$ cat src/rtl/scan_readback.sv
// Scan-chain readback: shifts a recirculating chain into a word FIFO.
// Define SCAN_READBACK_CRC_EN to build the serial CRC-32 over the chain bits.
module scan_readback #(
  parameter int CHAIN_LENGTH = 64,
  parameter int WORD_WIDTH   = 32,
  parameter int FIFO_DEPTH   = 4
) (
  input  logic                  PCLK,
  input  logic                  PRST,
  input  logic                  START,
  output logic                  SE,
  input  logic                  SOUT,
  output logic                  SIN,
  output logic [WORD_WIDTH-1:0] WORD_DATA,
  output logic                  WORD_VALID,
  input  logic                  WORD_READY,
  output logic                  BUSY,
  output logic                  DONE,
  output logic [31:0]           CRC
);

  localparam int CW = $clog2(CHAIN_LENGTH + 1);
  localparam int WW = (WORD_WIDTH > 1) ? $clog2(WORD_WIDTH) : 1;
  localparam int PW = (FIFO_DEPTH > 1) ? $clog2(FIFO_DEPTH) : 1;
  localparam int FW = $clog2(FIFO_DEPTH + 1);
  localparam bit HAS_TAIL = (CHAIN_LENGTH % WORD_WIDTH) != 0;

  typedef enum logic [2:0] {
    IDLE,
    SHIFT,
    STALL,
    FLUSH,
    FINISH
  } state_e;

  state_e state_q, state_d;

  logic [CW-1:0]         bitcnt_q, bitcnt_d;
  logic [WW-1:0]         widx_q, widx_d;
  logic [WORD_WIDTH-1:0] asm_q, asm_d;
  logic [PW-1:0]         wr_ptr_q, wr_ptr_d;
  logic [PW-1:0]         rd_ptr_q, rd_ptr_d;
  logic [FW-1:0]         fill_q, fill_d;
  logic [WORD_WIDTH-1:0] mem_q [FIFO_DEPTH];

  logic                  shift_en;
  logic                  word_end;
  logic                  last_bit;
  logic                  push;
  logic                  pop;
  logic                  space;
  logic                  full_next;
  logic                  stall_next;
  logic [WORD_WIDTH-1:0] word_bits;
  logic [WORD_WIDTH-1:0] push_data;

  function automatic logic [PW-1:0] ptr_inc(
    input logic [PW-1:0] p
  );
    return (p == PW'(FIFO_DEPTH - 1)) ? '0 : p + PW'(1);
  endfunction

  assign shift_en   = state_q == SHIFT;
  assign word_end   = widx_q == WW'(WORD_WIDTH - 1);
  assign last_bit   = bitcnt_q == CW'(CHAIN_LENGTH - 1);
  assign pop        = WORD_VALID && WORD_READY;
  assign space      = (fill_q != FW'(FIFO_DEPTH)) || pop;
  assign full_next  = fill_d == FW'(FIFO_DEPTH);
  // Pause at a word boundary or just before a completing bit
  assign stall_next = full_next &&
                      (widx_d == '0 ||
                       widx_d == WW'(WORD_WIDTH - 1));

  assign SIN        = SOUT;
  assign WORD_DATA  = mem_q[rd_ptr_q];
  assign WORD_VALID = fill_q != '0;

  always_comb begin
    asm_d     = asm_q;
    widx_d    = widx_q;
    bitcnt_d  = bitcnt_q;
    push      = 1'b0;
    word_bits = asm_q;
    push_data = asm_q;
    if (state_q == IDLE && START) begin
      asm_d    = '0;
      widx_d   = '0;
      bitcnt_d = '0;
    end else if (shift_en) begin
      word_bits[widx_q] = SOUT;
      bitcnt_d = bitcnt_q + CW'(1);
      if (word_end) begin
        push      = 1'b1;
        push_data = word_bits;
        asm_d     = '0;
        widx_d    = '0;
      end else begin
        asm_d  = word_bits;
        widx_d = widx_q + WW'(1);
      end
    end else if (state_q == FLUSH && space) begin
      push      = 1'b1;
      push_data = asm_q;
      asm_d     = '0;
      widx_d    = '0;
    end
  end

  always_comb begin
    wr_ptr_d = push ? ptr_inc(wr_ptr_q) : wr_ptr_q;
    rd_ptr_d = pop ? ptr_inc(rd_ptr_q) : rd_ptr_q;
    fill_d   = fill_q;
    if (push && !pop) begin
      fill_d = fill_q + FW'(1);
    end else if (!push && pop) begin
      fill_d = fill_q - FW'(1);
    end
  end

  always_ff @(posedge PCLK) begin
    if (push) begin
      mem_q[wr_ptr_q] <= push_data;
    end
  end

  always_ff @(posedge PCLK) begin
    if (PRST) begin
      bitcnt_q <= '0;
      widx_q   <= '0;
      asm_q    <= '0;
      wr_ptr_q <= '0;
      rd_ptr_q <= '0;
      fill_q   <= '0;
    end else begin
      bitcnt_q <= bitcnt_d;
      widx_q   <= widx_d;
      asm_q    <= asm_d;
      wr_ptr_q <= wr_ptr_d;
      rd_ptr_q <= rd_ptr_d;
      fill_q   <= fill_d;
    end
  end

  always_ff @(posedge PCLK) begin
    if (PRST) begin
      state_q <= IDLE;
    end else begin
      state_q <= state_d;
    end
  end

  always_comb begin
    state_d = state_q;
    unique case (state_q)
      IDLE: begin
        if (START) begin
          state_d = SHIFT;
        end
      end
      SHIFT: begin
        if (last_bit) begin
          state_d = HAS_TAIL ? FLUSH : FINISH;
        end else if (stall_next) begin
          state_d = STALL;
        end
      end
      STALL: begin
        if (fill_q != FW'(FIFO_DEPTH)) begin
          state_d = SHIFT;
        end
      end
      FLUSH: begin
        if (space) begin
          state_d = FINISH;
        end
      end
      FINISH: begin
        state_d = IDLE;
      end
      default: begin
        state_d = IDLE;
      end
    endcase
  end

  always_comb begin
    SE   = 1'b0;
    BUSY = 1'b1;
    DONE = 1'b0;
    unique case (state_q)
      IDLE:    BUSY = 1'b0;
      SHIFT:   SE   = 1'b1;
      FINISH:  DONE = 1'b1;
      default: BUSY = 1'b1;
    endcase
  end

`ifdef SCAN_READBACK_CRC_EN
  localparam logic [31:0] POLY = 32'h04C1_1DB7;

  logic [31:0] crc_q, crc_d;
  logic        crc_fb;

  assign crc_fb = crc_q[31] ^ SOUT;

  always_comb begin
    crc_d = crc_q;
    if (state_q == IDLE && START) begin
      crc_d = 32'hFFFF_FFFF;
    end else if (shift_en) begin
      crc_d = {crc_q[30:0], 1'b0} ^
              (crc_fb ? POLY : 32'h0);
    end
  end

  always_ff @(posedge PCLK) begin
    if (PRST) begin
      crc_q <= '0;
    end else begin
      crc_q <= crc_d;
    end
  end

  assign CRC = crc_q;
`else
  assign CRC = '0;
`endif

endmodule

$ cat config.mk
export PLATFORM = sky130hd
export DESIGN_NAME = scan_readback
export DESIGN_NICKNAME = d
export VERILOG_FILES = /design/src/rtl/scan_readback.sv
export SDC_FILE = /design/constraint.sdc
export NUM_CORES = 1
export LEC_CHECK = 0
export CAP_MARGIN = 15
export CORE_MARGIN = 2
export CORE_UTILIZATION = 63
export DETAILED_ROUTE_END_ITERATION = 8
export DONT_BUFFER_PORTS = 1
export PLACE_DENSITY = 0.86
export SYNTH_ARGS = -nofsm -noshare
export SYNTH_HDL_FRONTEND = slang
export SYNTH_SLANG_ARGS = --single-unit
$ cat constraint.sdc
create_clock -name PCLK -period 4.1 [get_ports PCLK]
set_clock_uncertainty 0.05 [all_clocks]
set_input_delay 0.615 -clock PCLK [delete_from_list [all_inputs] [get_ports PCLK]]
set_output_delay 0.615 -clock PCLK [all_outputs]
set_load 0.005 [all_outputs]
==> flow_summary.toml <==
[sta]
max_freq_ghz = 0.2839
worst_slack_ns = 0.5780
min_period_ns = 3.522
rsz0062_at_grt = "no"
maxSlewHeadroom_pct = 33.21
final_setup_violating_endpoints = 0
fin_tns_setup_ns = 0
timing.final.hold_violations = 0
final.period_utilization_pct = 85.90
timing_worst_slew_pin_value_ns = 1.002
slew_viol_final = 0

[final_layout]
syn_to_final_growth_pct = 6.134
final_nets = 663
antenna_cells = 0
fill_cells = 892
drive_above_1_share_pct = 16.59

[setup_path]
worstPathBufferInverterCount = 0
worstPathMaxFanout = 19
rr_startpoint = "widx_q[0]$_SDFF_PP0_"
rrSetupSlack_ns = 0.58
cp_slowest_stage_delay_ns = 0.63
worst_path_dominant_cell_family = "simple AND/OR/NAND/NOR gates"
worst_setup_path_startpoint = "widx_q[0]$_SDFF_PP0_"
critical_path_class = "reg -> reg"
startpoint_type = "flip-flop"
worst_ep_required_time_ns = 4.38
critical_path.slowest_cell = "sky130_fd_sc_hd__ha_1"
worst_ep_arrival_time_ns = 3.80
crit_path_end_kind = "flip-flop"
cp_cell_sequence = "ha_1 -> nand2_1 -> nor2_1 -> ha_1 -> or2_1 -> nand3_1 -> or4_1 -> a32oi_1 -> o311ai_1 -> a2111oi_2"
timing.critical_path.mode_cell = "sky130_fd_sc_hd__ha_1"

[clock_network]
cts.reportedPaths.clkPinSlew_ns = 0.07
root_buffer = "sky130_fd_sc_hd__clkbuf_16"
tritoncts = "done"
total_setup_buffers_inserted_after_cts = 0
numCtsBuffers = 17
insertion_delay_ns = 0.43
resized_gates_after_cts = 0
clock_path_buffers = 2
cts-hold-fix-buffers = 0
clock-sinks = 184
cts.htree.levels = 4

[place]
gpl.final_weighted_congestion = 0.9102
placement.setup.worst_slack_ns = 0.6807
detailedPlacementHpwl_mm = 10.06
port_buffers = 0

[routing]
drt_pre_antenna_iters = 5
routed_wirelength_mm = 16.87
detailed_route_vias_per_instance = 6.287
post_route_antenna_net_violation_count = 0
detail_route.drc_violations = 0
drtIter0Drc = 729
detailroute.via_count = 5237
wl_per_cell_um = 20.25

[logic_synthesis]
synth.yosys.seq_area_share_pct = 59.51
postSynthRegisterBits = 184
netlist_instances = 665
synth_area_mm2 = 0.008343
number_of_library_cell_types_mapped_by_synthesis = 54
async_flop_share_pct = 0
edff_count_synth = 128
yosysWarnings = 0
synth-main-ff-cell = "sky130_fd_sc_hd__edfxtp_1"
synth_area_per_cell_um2 = 12.55

[grt]
antenna_found_initial = 0
grt.overflow.total = 0
grt_util_all_layers_pct = 24.90
vias_in_the_first_global_route = 5085
grt_max_degree = 45
grt_first_pass_wirelength_mm = 26.88

[die]
chip_height_um = 119.1
die-width_um = 119.1
die_area_mm2 = 0.01418
coreArea_mm2 = 0.01309
row_count = 42
initial_core_util_pct = 63.76
floorplan.io_pins = 74

[power]
power-per-cell-area_mw_per_mm2 = 518.2
leakagePower_uw = 0.002944
vdd_ir_drop_max_uv = 429.5

[worst_hold_path]
hold_path_class = "in -> reg"
holdCritStartpoint = "PRST"

[status]
result_of_the_run = "completed"

[flow_run]
drv_cap = 0
[layout by cell type (no fill, tap or decap), types with 10 or more instances in the layout]
cell / count
sky130_fd_sc_hd__a21oi_1: 70
sky130_fd_sc_hd__edfxtp_1: 128
sky130_fd_sc_hd__nand3_1: 39
sky130_fd_sc_hd__nor2_1: 33
sky130_fd_sc_hd__mux4_2: 32
sky130_fd_sc_hd__nor3_1: 11
sky130_fd_sc_hd__ha_1: 14
sky130_fd_sc_hd__o21ai_0: 38
sky130_fd_sc_hd__mux2_2: 32
sky130_fd_sc_hd__clkbuf_16: 17
sky130_fd_sc_hd__conb_1: 32
sky130_fd_sc_hd__inv_1: 11
sky130_fd_sc_hd__and2_1: 10
sky130_fd_sc_hd__buf_4: 11
sky130_fd_sc_hd__dfxtp_1: 55
sky130_fd_sc_hd__nand2_1: 42
[worst paths after layout]
kind | end | cells after the start
worst max-delay path | state_q[2]$_SDFFE_PP0P_ | 10
worst min-delay path | fill_q[0]$_SDFF_PP0_ | 1
worst max register to register | state_q[2]$_SDFFE_PP0P_ | 10
worst min register to register | asm_q[21]$_SDFFE_PP0P_ | 2
[flip-flops by register name, indices dropped and copies added, names as in the netlist, named ones only]
register / flops
wr_ptr_q: 2
widx_q: 5
state_q: 3
rd_ptr_q: 2
mem_q: 128
asm_q: 32
bitcnt_q: 7
fill_q: 3
[cells in the mapped netlist, drive strengths merged, types with 3 or more instances]
| master | n | area share [%] |
|---|---|---|
| a21oi | 70 | 4.2 |
| a22oi | 6 | 0.54 |
| and2 | 11 | 0.82 |
| and3 | 3 | 0.22 |
| buf | 44 | 3.6 |
| clkbuf | 38 | 1.7 |
| dfxtp | 56 | 13 |
| edfxtp | 128 | 46 |
| ha | 14 | 2.1 |
| inv | 11 | 0.49 |
| mux2 | 32 | 4.3 |
| mux4 | 32 | 8.6 |
| nand2 | 42 | 1.9 |
| nand2b | 4 | 0.30 |
| nand3 | 39 | 2.3 |
| nand4 | 6 | 0.45 |
| nor2 | 33 | 1.5 |
| nor3 | 11 | 0.66 |
| o21ai | 38 | 2.3 |
| or3 | 4 | 0.30 |
| xor2 | 4 | 0.42 |
[layer usage]
| metal | global-route usage, % | vias up | wire (um) |
|---|---|---|---|
| met2 | 41.49 | 239 | 8691 |
| met5 | 0 | - | 0 |
| met1 | 31.71 | 2594 | 6609 |
| li1 | - | 2378 | - |
| met4 | 9.747 | 0 | 417 |
| met3 | 5.987 | 26 | 1153 |
[where the power goes]
group          internal [uW]  leakage, uW  total (uW)  switching (uW)
Clock                    776     0.000243        1460             685
Sequential              2020      0.00163        2150             122
Combinational            393      0.00107         983             590
Total                   3190      0.00294        4590            1400
[per-stage QoR]
stage | instance area (um^2) | hold WS, ns | utilization (%) | std cells | total power [uW]
2_1_floorplan | 8459 | 0.3963 | - | 696 | 2961
3_3_place_gp | 8323 | 0.4037 | 63.61 | 801 | 3110
3_5_place_dp | 8323 | 0.4145 | 63.61 | 801 | 3146
4_1_cts | 8855 | 0.1806 | 67.67 | 833 | 4600
5_1_grt | 8855 | 0.1760 | 67.67 | 833 | 4798
6_report | 8855 | 0.1988 | 67.67 | 833 | 4589
[worst register-to-register path: stages (launching register included)]
cell and delay, ns:
sky130_fd_sc_hd__dfxtp_1 0.44, sky130_fd_sc_hd__ha_1 0.63, sky130_fd_sc_hd__nand2_1 0.15, sky130_fd_sc_hd__nor2_1 0.12, sky130_fd_sc_hd__ha_1 0.31, sky130_fd_sc_hd__or2_1 0.19, sky130_fd_sc_hd__nand3_1 0.19, sky130_fd_sc_hd__or4_1 0.53
sky130_fd_sc_hd__a32oi_1 0.27, sky130_fd_sc_hd__o311ai_1 0.19, sky130_fd_sc_hd__a2111oi_2 0.36
[area by class of cell]
cell class / instances / area (um^2) / area share (%)
Inverter: 12 / 45.04 / 0.5087
Tap cell: 176 / 220.2 / 2.487
Sequential cell: 184 / 4966 / 56.08
Timing Repair Buffer: 11 / 82.58 / 0.9326
Clock buffer: 18 / 429.2 / 4.847
Clock inverter: 14 / 102.6 / 1.159
Multi-Input combinational cell: 418 / 3009 / 33.98
[logic make-up after synthesis]
group / Yosys count / share of synthesized area [%]
flip-flops: 184 / 59.51
AND/OR/NAND/NOR: 168 / 9.853
AO/OA/AOI/OAI: 134 / 9.088
buffers and inverters: 94 / 5.819
multiplexers: 64 / 12.96
adder cells (fa/ha/maj): 14 / 2.100
XOR/XNOR: 6 / 0.6299
other: 1 / 0.04495
No activity file was read; power rests on OpenSTA's default activity.
